**config.mk**
```make
export PLATFORM = sky130hd
export DESIGN_NAME = codec_stream_arbiter
export DESIGN_NICKNAME = d
export VERILOG_FILES = /design/src/rtl/codec_stream_arbiter.sv
export SDC_FILE = /design/constraint.sdc
export NUM_CORES = 1
export LEC_CHECK = 0
export BUFFER_PORTS_ARGS = -buffer_cell sky130_fd_sc_hd__buf_2
export CAP_MARGIN = 20
export CORE_UTILIZATION = 48
export DETAILED_ROUTE_END_ITERATION = 8
export PLACE_DENSITY = 0.92
export SETUP_SLACK_MARGIN = 0.3
export SLEW_MARGIN = 40
export SYNTH_ARGS = -nofsm -noshare
export SYNTH_HDL_FRONTEND = slang
export SYNTH_SLANG_ARGS = --single-unit
export TNS_END_PERCENT = 1
```
**constraint.sdc**
```tcl
create_clock -name aclk -period 2.65 [get_ports aclk]
set_clock_uncertainty 0.2 [all_clocks]
set_input_delay 0.3975 -clock aclk [delete_from_list [all_inputs] [get_ports aclk]]
set_output_delay 0.3975 -clock aclk [all_outputs]
set_load 0.05 [all_outputs]
```
**src/rtl/codec_stream_arbiter.sv**
```systemverilog
// Two-source round-robin stream arbiter with per-grant burst limit and
// optional 16-bit-lane byte swap into a single registered output stage.
module codec_stream_arbiter #(
  parameter int BURST = 8
) (
  input  logic        aclk,
  input  logic        aresetn,
  input  logic        swap,
  input  logic [63:0] s0_axis_tdata,
  input  logic        s0_axis_tvalid,
  output logic        s0_axis_tready,
  input  logic [63:0] s1_axis_tdata,
  input  logic        s1_axis_tvalid,
  output logic        s1_axis_tready,
  output logic [63:0] m_axis_tdata,
  output logic        m_axis_tvalid,
  input  logic        m_axis_tready,
  output logic        m_axis_tid,
  output logic        busy
);

  typedef enum logic [1:0] {
    IDLE   = 2'd0,
    GRANT0 = 2'd1,
    GRANT1 = 2'd2
  } state_t;

  localparam logic [7:0] BURST_LAST = 8'(BURST - 1);

  state_t      state_r;
  logic        last_r;
  logic        swap_r;
  logic [7:0]  cnt_r;
  logic [63:0] data_r;
  logic        valid_r;
  logic        tid_r;

  logic        out_free_s;
  logic        sel_valid_s;
  logic [63:0] sel_data_s;
  logic        accept_s;
  logic        s0_ready_s;
  logic        s1_ready_s;

  // Network order: swap the two bytes inside every 16-bit lane.
  function automatic logic [63:0] lane_swap(input logic [63:0] d);
    logic [63:0] r;
    r = 64'h0;
    for (int i = 0; i < 4; i++) begin
      r[16*i +: 16] = {d[16*i +: 8], d[16*i+8 +: 8]};
    end
    return r;
  endfunction

  // Source select and handshake for the granted requester.
  always_comb begin
    out_free_s  = !valid_r || m_axis_tready;
    s0_ready_s  = 1'b0;
    s1_ready_s  = 1'b0;
    sel_valid_s = 1'b0;
    sel_data_s  = s0_axis_tdata;
    case (state_r)
      GRANT0: begin
        s0_ready_s  = out_free_s;
        sel_valid_s = s0_axis_tvalid;
        sel_data_s  = s0_axis_tdata;
      end
      GRANT1: begin
        s1_ready_s  = out_free_s;
        sel_valid_s = s1_axis_tvalid;
        sel_data_s  = s1_axis_tdata;
      end
      default: begin
        s0_ready_s  = 1'b0;
        s1_ready_s  = 1'b0;
        sel_valid_s = 1'b0;
        sel_data_s  = s0_axis_tdata;
      end
    endcase
    accept_s = sel_valid_s && out_free_s;
  end

  // Arbitration FSM, burst counter and per-grant swap latch.
  always_ff @(posedge aclk or negedge aresetn) begin
    if (!aresetn) begin
      state_r <= IDLE;
      last_r  <= 1'b1;
      cnt_r   <= 8'd0;
      swap_r  <= 1'b0;
    end else begin
      case (state_r)
        IDLE: begin
          if (s0_axis_tvalid && (!s1_axis_tvalid || last_r)) begin
            state_r <= GRANT0;
            last_r  <= 1'b0;
            cnt_r   <= 8'd0;
            swap_r  <= swap;
          end else if (s1_axis_tvalid) begin
            state_r <= GRANT1;
            last_r  <= 1'b1;
            cnt_r   <= 8'd0;
            swap_r  <= swap;
          end else begin
            state_r <= IDLE;
          end
        end
        GRANT0, GRANT1: begin
          if (accept_s) begin
            cnt_r <= cnt_r + 8'd1;
            if (cnt_r == BURST_LAST) begin
              state_r <= IDLE;
            end else begin
              state_r <= state_r;
            end
          end else if (out_free_s && !sel_valid_s) begin
            // A gap is only meaningful when the source was actually offered a slot.
            state_r <= IDLE;
          end else begin
            state_r <= state_r;
          end
        end
        default: begin
          state_r <= IDLE;
        end
      endcase
    end
  end

  // Single output register stage.
  always_ff @(posedge aclk or negedge aresetn) begin
    if (!aresetn) begin
      data_r  <= 64'h0;
      valid_r <= 1'b0;
      tid_r   <= 1'b0;
    end else if (accept_s) begin
      data_r  <= swap_r ? lane_swap(sel_data_s) : sel_data_s;
      tid_r   <= (state_r == GRANT1);
      valid_r <= 1'b1;
    end else if (m_axis_tready) begin
      valid_r <= 1'b0;
    end else begin
      valid_r <= valid_r;
    end
  end

  assign s0_axis_tready = s0_ready_s;
  assign s1_axis_tready = s1_ready_s;
  assign m_axis_tdata   = data_r;
  assign m_axis_tvalid  = valid_r;
  assign m_axis_tid     = tid_r;
  assign busy           = (state_r != IDLE);

endmodule

```
==> impl_metrics.csv, run 1 <==
group,metric,value,unit
outcome,status,"finished clean",
sta,post-route-min-period,2200,ps
layout,post_route_cells_drive_above_1_share,47.1,%
clocking,cts_htree_levels,3,
pwr,power-per-cell-area,1320,nW/µm²
place,placed_area,5820,µm²
floorplanning,rows,35,
pwr,internal_power,4.00,mW
layout,insertedDiodeCount,0,
floorplanning,die_x,101,µm
grt,grt.total_usage,25.0,%
pwr,seq_pwr_share,25.6,%
pwr,clockPowerShare,11.8,%
sta,worst_pin_slew,624,ps
drt,drcViolationCount,0,
drt,post_drt_wl_per_cell,16.3,µm
synthesis,synthDistinctLibCells,32,
drt,dr.max_layer_used,"met4",
place,place.gp.congestion,0.790,
synthesis,syn-num-nets,571,
synthesis,yosysWarningCount,0,
pwr,leakagePower,3.09,nW
min_path,hp-class,"in -> reg",
clocking,clock_latency_at_the_later_pin_of_the_worst_skew_pair,340,ps
pwr,share_of_power_burned_in_combinational_logic,62.6,%
layout,syn2layout_area_growth,30.3,%
floorplanning,floorplan.core_area,9330,µm²
grt,first_global_vias,4180,
clocking,tritoncts,"yes",
layout,nNetsFinal,762,
drt,vias,4249,
drt,vias_per_cell,5.61,
sta,final_min_period_over_clock_period,83.1,%
run,maxCapViolCount,0,
floorplanning,ioPinCount,203,
layout,fillerInstances,767,
critical_path,timing.reg2reg.setup_slack,490,ps
clocking,cts_buffer_depth,2,
sta,totalNegativeSetupSlack,0,ps
drt,drt.antenna.violating_nets,0,
sta,finalSetupViolCount,0,
floorplanning,floorplan.initialDensity,50.0,%
pwr,switching_share,50.3,%
layout,fin_area,6080,µm²
synthesis,postSynthRegisterBits,78,
clocking,clk_transition_reported_paths,80,ps
sta,timing.final.max_slew_violations,0,
synthesis,ys_seq_area_share,41.8,%
floorplanning,die_area,10100,µm²
drt,drt_pass1_iterations,4,
critical_path,worst_setup_path_end_kind,"primary output",
pwr,total_switching_power,4.05,mW
synthesis,synth_enable_flop_cells,0,
place,place.detailed.instances,740,
critical_path,setup.worst_path.class,"reg -> out",
grt,antenna_found_initial,0,
critical_path,timing.reg2reg.worst_path_depth,6,
pwr,worst_ir_drop_vdd,0.000750,V
drt,met3RoutedLength,709,µm
synthesis,postSynthCellCount,433,
place,detailed_place_hpwl,9.46,mm
sta,maxClockFrequency,0.454,GHz
min_path,worstHoldStart,"swap",
synthesis,postSynth.topFlopCell,"sky130_fd_sc_hd__dfrtp_1",
sta,hold_viol_final,0,
critical_path,critPathRequiredTime,2050,ps
min_path,worstHoldPathCells,2,
synthesis,postSynthAreaPerCell,10.8,µm²
drt,met2_wirelength,6.72,mm
floorplanning,dieHeight,101,µm
clocking,clock-sinks,78,
critical_path,launch_point_of_the_worst_reg_to_reg_path,"state_r[1]",
critical_path,timing.critical_path.from_type,"register",
critical_path,worst_path_maximum_fanout,10,
critical_path,worst_ep_arrival_time,1600,ps
drt,metal_1_wl,4.80,mm
synthesis,async_reset_ff_share,100,%
grt,grt_first_pass_wirelength,19.5,mm
critical_path,crit-reg2reg-capture,"cnt_r[4]",
clocking,postCtsSetupRepairBufs,0,
min_path,min_delay_worst_endpoint,"swap_r",
sta,slew_headroom,58.4,%
grt,gr-total-overflow,0,
drt,detailedRoute.firstIterationViolations,175,
layout,finish.cell_count_without_fillers,758,
clocking,clock_buffer_count_from_cts,9,
drt,routed_wirelength,12.4,mm
place,io_buffers,202,
synthesis,post_synth_instance_area,4670,µm²
grt,grt_start_max_net_pins,74,
sta,setup_repair_after_global_routing_missed_its_margin,"no",
clocking,cts_root_buf,"sky130_fd_sc_hd__clkbuf_8",
sta,fin_hold_ws,90.4,ps
[state kept, by name, indices dropped and copies added (netlist names)]
register,cells
m_axis_tdata,64
m_axis_tid,1
cnt_r,8
last_r,1
m_axis_tvalid,1
state_r,2
swap_r,1
[power groups by stage]
stage / combinational [mW] / sequential, mW / clock (mW)
final: 5.04 / 2.06 / 0.953
after floorplan: 2.41 / 3.52 / 0
after global placement: 4.83 / 2.05 / 0
after global routing: 5.40 / 2.13 / 1.04
after detailed placement: 4.99 / 2.08 / 0
after CTS: 5.00 / 2.06 / 0.980
[critical path, stage by stage, from the launching register on]
cell                       delay, ps
sky130_fd_sc_hd__dfrtp_1         410
sky130_fd_sc_hd__inv_1           130
sky130_fd_sc_hd__ha_4            210
sky130_fd_sc_hd__buf_12          160
sky130_fd_sc_hd__and2_1          130
sky130_fd_sc_hd__clkbuf_4        220
[layer usage]
layer	global-route usage, %	vias up
met5	0	-
met4	6.69	0
met3	5.06	14
met2	45.0	206
met1	30.5	2122
li1	-	1907
[cell type report]
| cell class | count | area (µm²) | area share, % |
|---|---|---|---|
| clock buffer | 10 | 128 | 2.10 |
| sequential | 78 | 1950 | 32.1 |
| tap | 129 | 161 | 2.65 |
| timing repair buffer | 211 | 1170 | 19.2 |
| clock inverter | 6 | 86.3 | 1.42 |
| inverter | 7 | 26.3 | 0.432 |
| multi-input combinational | 317 | 2560 | 42.1 |
[kinds of logic (layout without fill, tap and decap cells)]
family	count (synthesis)	count (layout)	synth area share [%]
and+or+nand+nor	225	225	19.0
DFF	78	78	41.9
muxes	67	67	31.6
buffers and inverters	38	234	3.67
AOI/OAI and AO/OA	21	21	2.79
adders and majority gates	4	4	1.07
[synthesized netlist by cell type, types with 4 or more instances]
cell | n | share of area, %
sky130_fd_sc_hd__nand2_1 | 204 | 16
sky130_fd_sc_hd__dfrtp_1 | 77 | 41
sky130_fd_sc_hd__mux4_2 | 64 | 31
sky130_fd_sc_hd__clkbuf_1 | 16 | 1.3
sky130_fd_sc_hd__buf_2 | 8 | 0.86
sky130_fd_sc_hd__inv_1 | 7 | 0.56
sky130_fd_sc_hd__a21oi_1 | 6 | 0.64
sky130_fd_sc_hd__buf_4 | 5 | 0.80
sky130_fd_sc_hd__nand3_1 | 5 | 0.54
sky130_fd_sc_hd__a31oi_1 | 4 | 0.54
sky130_fd_sc_hd__ha_1 | 4 | 1.1
sky130_fd_sc_hd__o21ai_0 | 4 | 0.43
[repair_timing]
action / 4_1_cts / 5_1_grt
gates cloned: 0 / 1
hold endpoints to repair: 34 / 0
hold buffers: 1 / 0
setup endpoints to repair: 1 / 1
gates resized for setup: 2 / 2
[through the flow]
stage               util (%)  setup WS (ps)  total power, mW
finish                  65.2            449             8.05
global route            65.2            329             8.57
CTS                     64.9            327             8.05
detailed placement      62.4            528             7.07
global placement        62.4            632             6.88
floorplan                  -            485             5.93
[placed cells by master, fill, tap and decap left out, types with 2 or more instances in the layout]
| cell | netlist | layout |
|---|---|---|
| sky130_fd_sc_hd__a21oi_1 | 6 | 6 |
| sky130_fd_sc_hd__a31oi_1 | 4 | 4 |
| sky130_fd_sc_hd__and2_1 | 3 | 3 |
| sky130_fd_sc_hd__buf_12 | 0 | 5 |
| sky130_fd_sc_hd__buf_2 | 8 | 200 |
| sky130_fd_sc_hd__buf_4 | 5 | 3 |
| sky130_fd_sc_hd__bufinv_16 | 0 | 2 |
| sky130_fd_sc_hd__clkbuf_8 | 0 | 9 |
| sky130_fd_sc_hd__clkinv_2 | 0 | 2 |
| sky130_fd_sc_hd__dfrtp_1 | 77 | 76 |
| sky130_fd_sc_hd__ha_1 | 4 | 3 |
| sky130_fd_sc_hd__inv_1 | 7 | 7 |
| sky130_fd_sc_hd__mux2_1 | 2 | 2 |
| sky130_fd_sc_hd__mux4_2 | 64 | 64 |
| sky130_fd_sc_hd__nand2_1 | 204 | 204 |
| sky130_fd_sc_hd__nand2b_1 | 3 | 3 |
| sky130_fd_sc_hd__nand3_1 | 5 | 4 |
| sky130_fd_sc_hd__nor2_1 | 3 | 3 |
| sky130_fd_sc_hd__o21ai_0 | 4 | 4 |
[worst max-delay path by stage]
stage	start	to	slack, ps	depth (start not counted)
after global routing	state_r[0]	s1_axis_tready	330	5
after global placement	state_r[0]	s1_axis_tready	630	5
after floorplan	state_r[0]	s1_axis_tready	490	6
after CTS	state_r[0]	s1_axis_tready	330	5
final	state_r[0]	s1_axis_tready	450	5
after detailed placement	state_r[1]	cnt_r[7]	530	6
Note: power is estimated with default switching activity, not from simulation.
==> run 2, diff against run 1 <==
==> constraint.sdc (replaced) <==
create_clock -name aclk -period 2.2 [get_ports aclk]
set_clock_uncertainty 0.2 [all_clocks]
set_input_delay 0.33 -clock aclk [delete_from_list [all_inputs] [get_ports aclk]]
set_output_delay 0.33 -clock aclk [all_outputs]
set_load 0.05 [all_outputs]
==> impl_metrics.csv, run 2 (synthesis gave the netlist of run 1 again) <==
group,metric,value,unit
clocking,cts_buffer_depth,2,
drt,post_drt_wl_per_cell,17.1,µm
sta,slew_headroom,71.0,%
critical_path,worst_path_max_delay_cell,"sky130_fd_sc_hd__ha_2",
layout,nNetsFinal,772,
layout,layout_commonest_cell,"sky130_fd_sc_hd__nand2_1",
critical_path,worst_path_largest_cell_delay,420,ps
critical_path,critPathRequiredTime,2260,ps
sta,post-route-min-period,1980,ps
layout,commonest_non_fill_non_tap_cells_in_the_layout,"sky130_fd_sc_hd__nand2_1, sky130_fd_sc_hd__buf_2, sky130_fd_sc_hd__dfrtp_1, sky130_fd_sc_hd__mux4_2, sky130_fd_sc_hd__clkbuf_8",
min_path,hp-class,"in -> reg",
grt,grt_first_pass_wirelength,20.5,mm
critical_path,worst_setup_path_end_kind,"register",
run,maxCapViolCount,0,
clocking,clock-sinks,78,
grt,grt_start_max_net_pins,66,
grt,grt.total_usage,26.6,%
drt,drt.antenna.violating_nets,0,
pwr,worst_ir_drop_vdd,0.000875,V
place,place.gp.congestion,0.762,
layout,post_route_cells_drive_above_1_share,48.7,%
clocking,cts_root_buf,"sky130_fd_sc_hd__clkbuf_8",
drt,vias,4339,
sta,worst_pin_slew,435,ps
grt,antenna_found_initial,0,
place,detailed_place_hpwl,9.22,mm
critical_path,setup.worst_path.class,"reg -> reg",
pwr,power-per-cell-area,1640,nW/µm²
pwr,clockPowerShare,12.5,%
floorplanning,die_area,10100,µm²
place,place.detailed.instances,742,
layout,syn2layout_area_growth,35.9,%
sta,finalSetupViolCount,0,
place,placed_area,5850,µm²
floorplanning,ioPinCount,203,
pwr,share_of_power_burned_in_combinational_logic,64.4,%
pwr,internal_power,5.37,mW
floorplanning,die_x,101,µm
place,post-place-ws,142,ps
pwr,power.total,10.4,mW
critical_path,crit_path_frequent_cell,"sky130_fd_sc_hd__nand2_1",
place,io_buffers,202,
sta,timing.final.max_slew_violations,0,
clocking,cts_htree_levels,3,
floorplanning,rows,35,
sta,hold_viol_final,0,
critical_path,cp_cell_sequence,"inv_1, ha_2, and3_4, buf_4, nand2_1, nand2_1",
floorplanning,floorplan.initialDensity,50.0,%
drt,vias_per_cell,5.65,
sta,maxClockFrequency,0.505,GHz
floorplanning,dieHeight,101,µm
sta,minimum_setup_slack_in_the_final_design,219,ps
drt,routed_wirelength,13.1,mm
clocking,clock_latency_at_the_later_pin_of_the_worst_skew_pair,330,ps
critical_path,worst_path_maximum_fanout,23,
layout,largest_register_ffs,64,
grt,first_global_vias,4404,
outcome,status,"finished clean",
pwr,leakagePower,3.21,nW
critical_path,worst_ep_arrival_time,2050,ps
layout,fin_area,6340,µm²
pwr,total_switching_power,5.06,mW
clocking,clk_transition_reported_paths,80,ps
drt,drcViolationCount,0,
pwr,switching_share,48.5,%
drt,detailedRoute.firstIterationViolations,247,
floorplanning,floorplan.core_area,9330,µm²
layout,insertedDiodeCount,0,
sta,final_min_period_over_clock_period,90.1,%
sta,totalNegativeSetupSlack,0,ps
pwr,seq_pwr_share,23.0,%
clocking,clock_buffer_count_from_cts,9,
clocking,tritoncts,"yes",
sta,setup_repair_after_global_routing_missed_its_margin,"yes",
grt,gr-total-overflow,0,
layout,finish.cell_count_without_fillers,768,
critical_path,timing.critical_path.from_type,"register",
drt,drt_pass1_iterations,5,
[run 2: layout make-up]
| cell class | count | area (µm²) |
|---|---|---|
| multi-input cells | 317 | 2580 |
| fillers | 705 | 2990 |
| repair buffers | 221 | 1380 |
| clock buffers | 11 | 141 |
| flip-flops and latches | 78 | 1950 |
| inverters | 7 | 26.3 |
| clock inverters | 5 | 104 |
| well taps | 129 | 161 |
[run 2: final timing paths]
| kind | from | slack (ps) | endpoint | cells past startpoint |
|---|---|---|---|---|
| min in group asynchronous | aresetn | 270 | swap_r | 2 |
| hold reg to reg | m_axis_tdata[34] | 260 | m_axis_tdata[34] | 2 |
| setup reg to reg | state_r[1] | 220 | m_axis_tdata[19] | 6 |
| max in group asynchronous | aresetn | 950 | cnt_r[7] | 3 |
| setup / recovery | state_r[1] | 220 | m_axis_tdata[19] | 6 |
| hold / removal | swap | 30 | swap_r | 2 |
[run 2: stage by stage]
| step | util (%) | hold slack [ps] |
|---|---|---|
| 2_1_floorplan | - | -166 |
| 3_3_place_gp | 62.7 | 91.6 |
| 3_5_place_dp | 62.7 | 97.7 |
| 4_1_cts | 67.7 | 13.0 |
| 5_1_grt | 68.0 | 23.2 |
| 6_report | 68.0 | 27.9 |
[run 2: metal layers]
metal	track usage (%)	wire, µm	up-vias
met1	30.8	4980	2126
met2	47.5	6900	244
met4	12.6	421	0
li1	-	-	1935
met5	0	0	-
met3	4.99	811	34
[run 2: power by group through the flow]
stage / logic (mW) / clock network (mW) / registers [mW]
finish: 6.72 / 1.31 / 2.40
global route: 7.16 / 1.39 / 2.47
global placement: 5.97 / 0 / 2.39
floorplan: 3.10 / 0 / 4.24
CTS: 6.68 / 1.34 / 2.40
detailed placement: 6.19 / 0 / 2.41
[run 2: worst max-delay path: cells and delay by family (launching register included)]
kind	cells	cell delay [ps]
buffers and inverters	2	370
adders and majority gates	1	420
DFF	1	410
and+or+nand+nor	3	490
[run 2: repair_timing]
| action | CTS | global route |
|---|---|---|
| hold buffers | 1 | 0 |
| gates resized for setup | 18 | 1 |
| endpoints found under the hold margin | 31 | 0 |
| endpoints found under the setup margin | 75 | 78 |
| pin swaps | 1 | 0 |
| setup buffers | 4 | 0 |
| cloned | 4 | 1 |
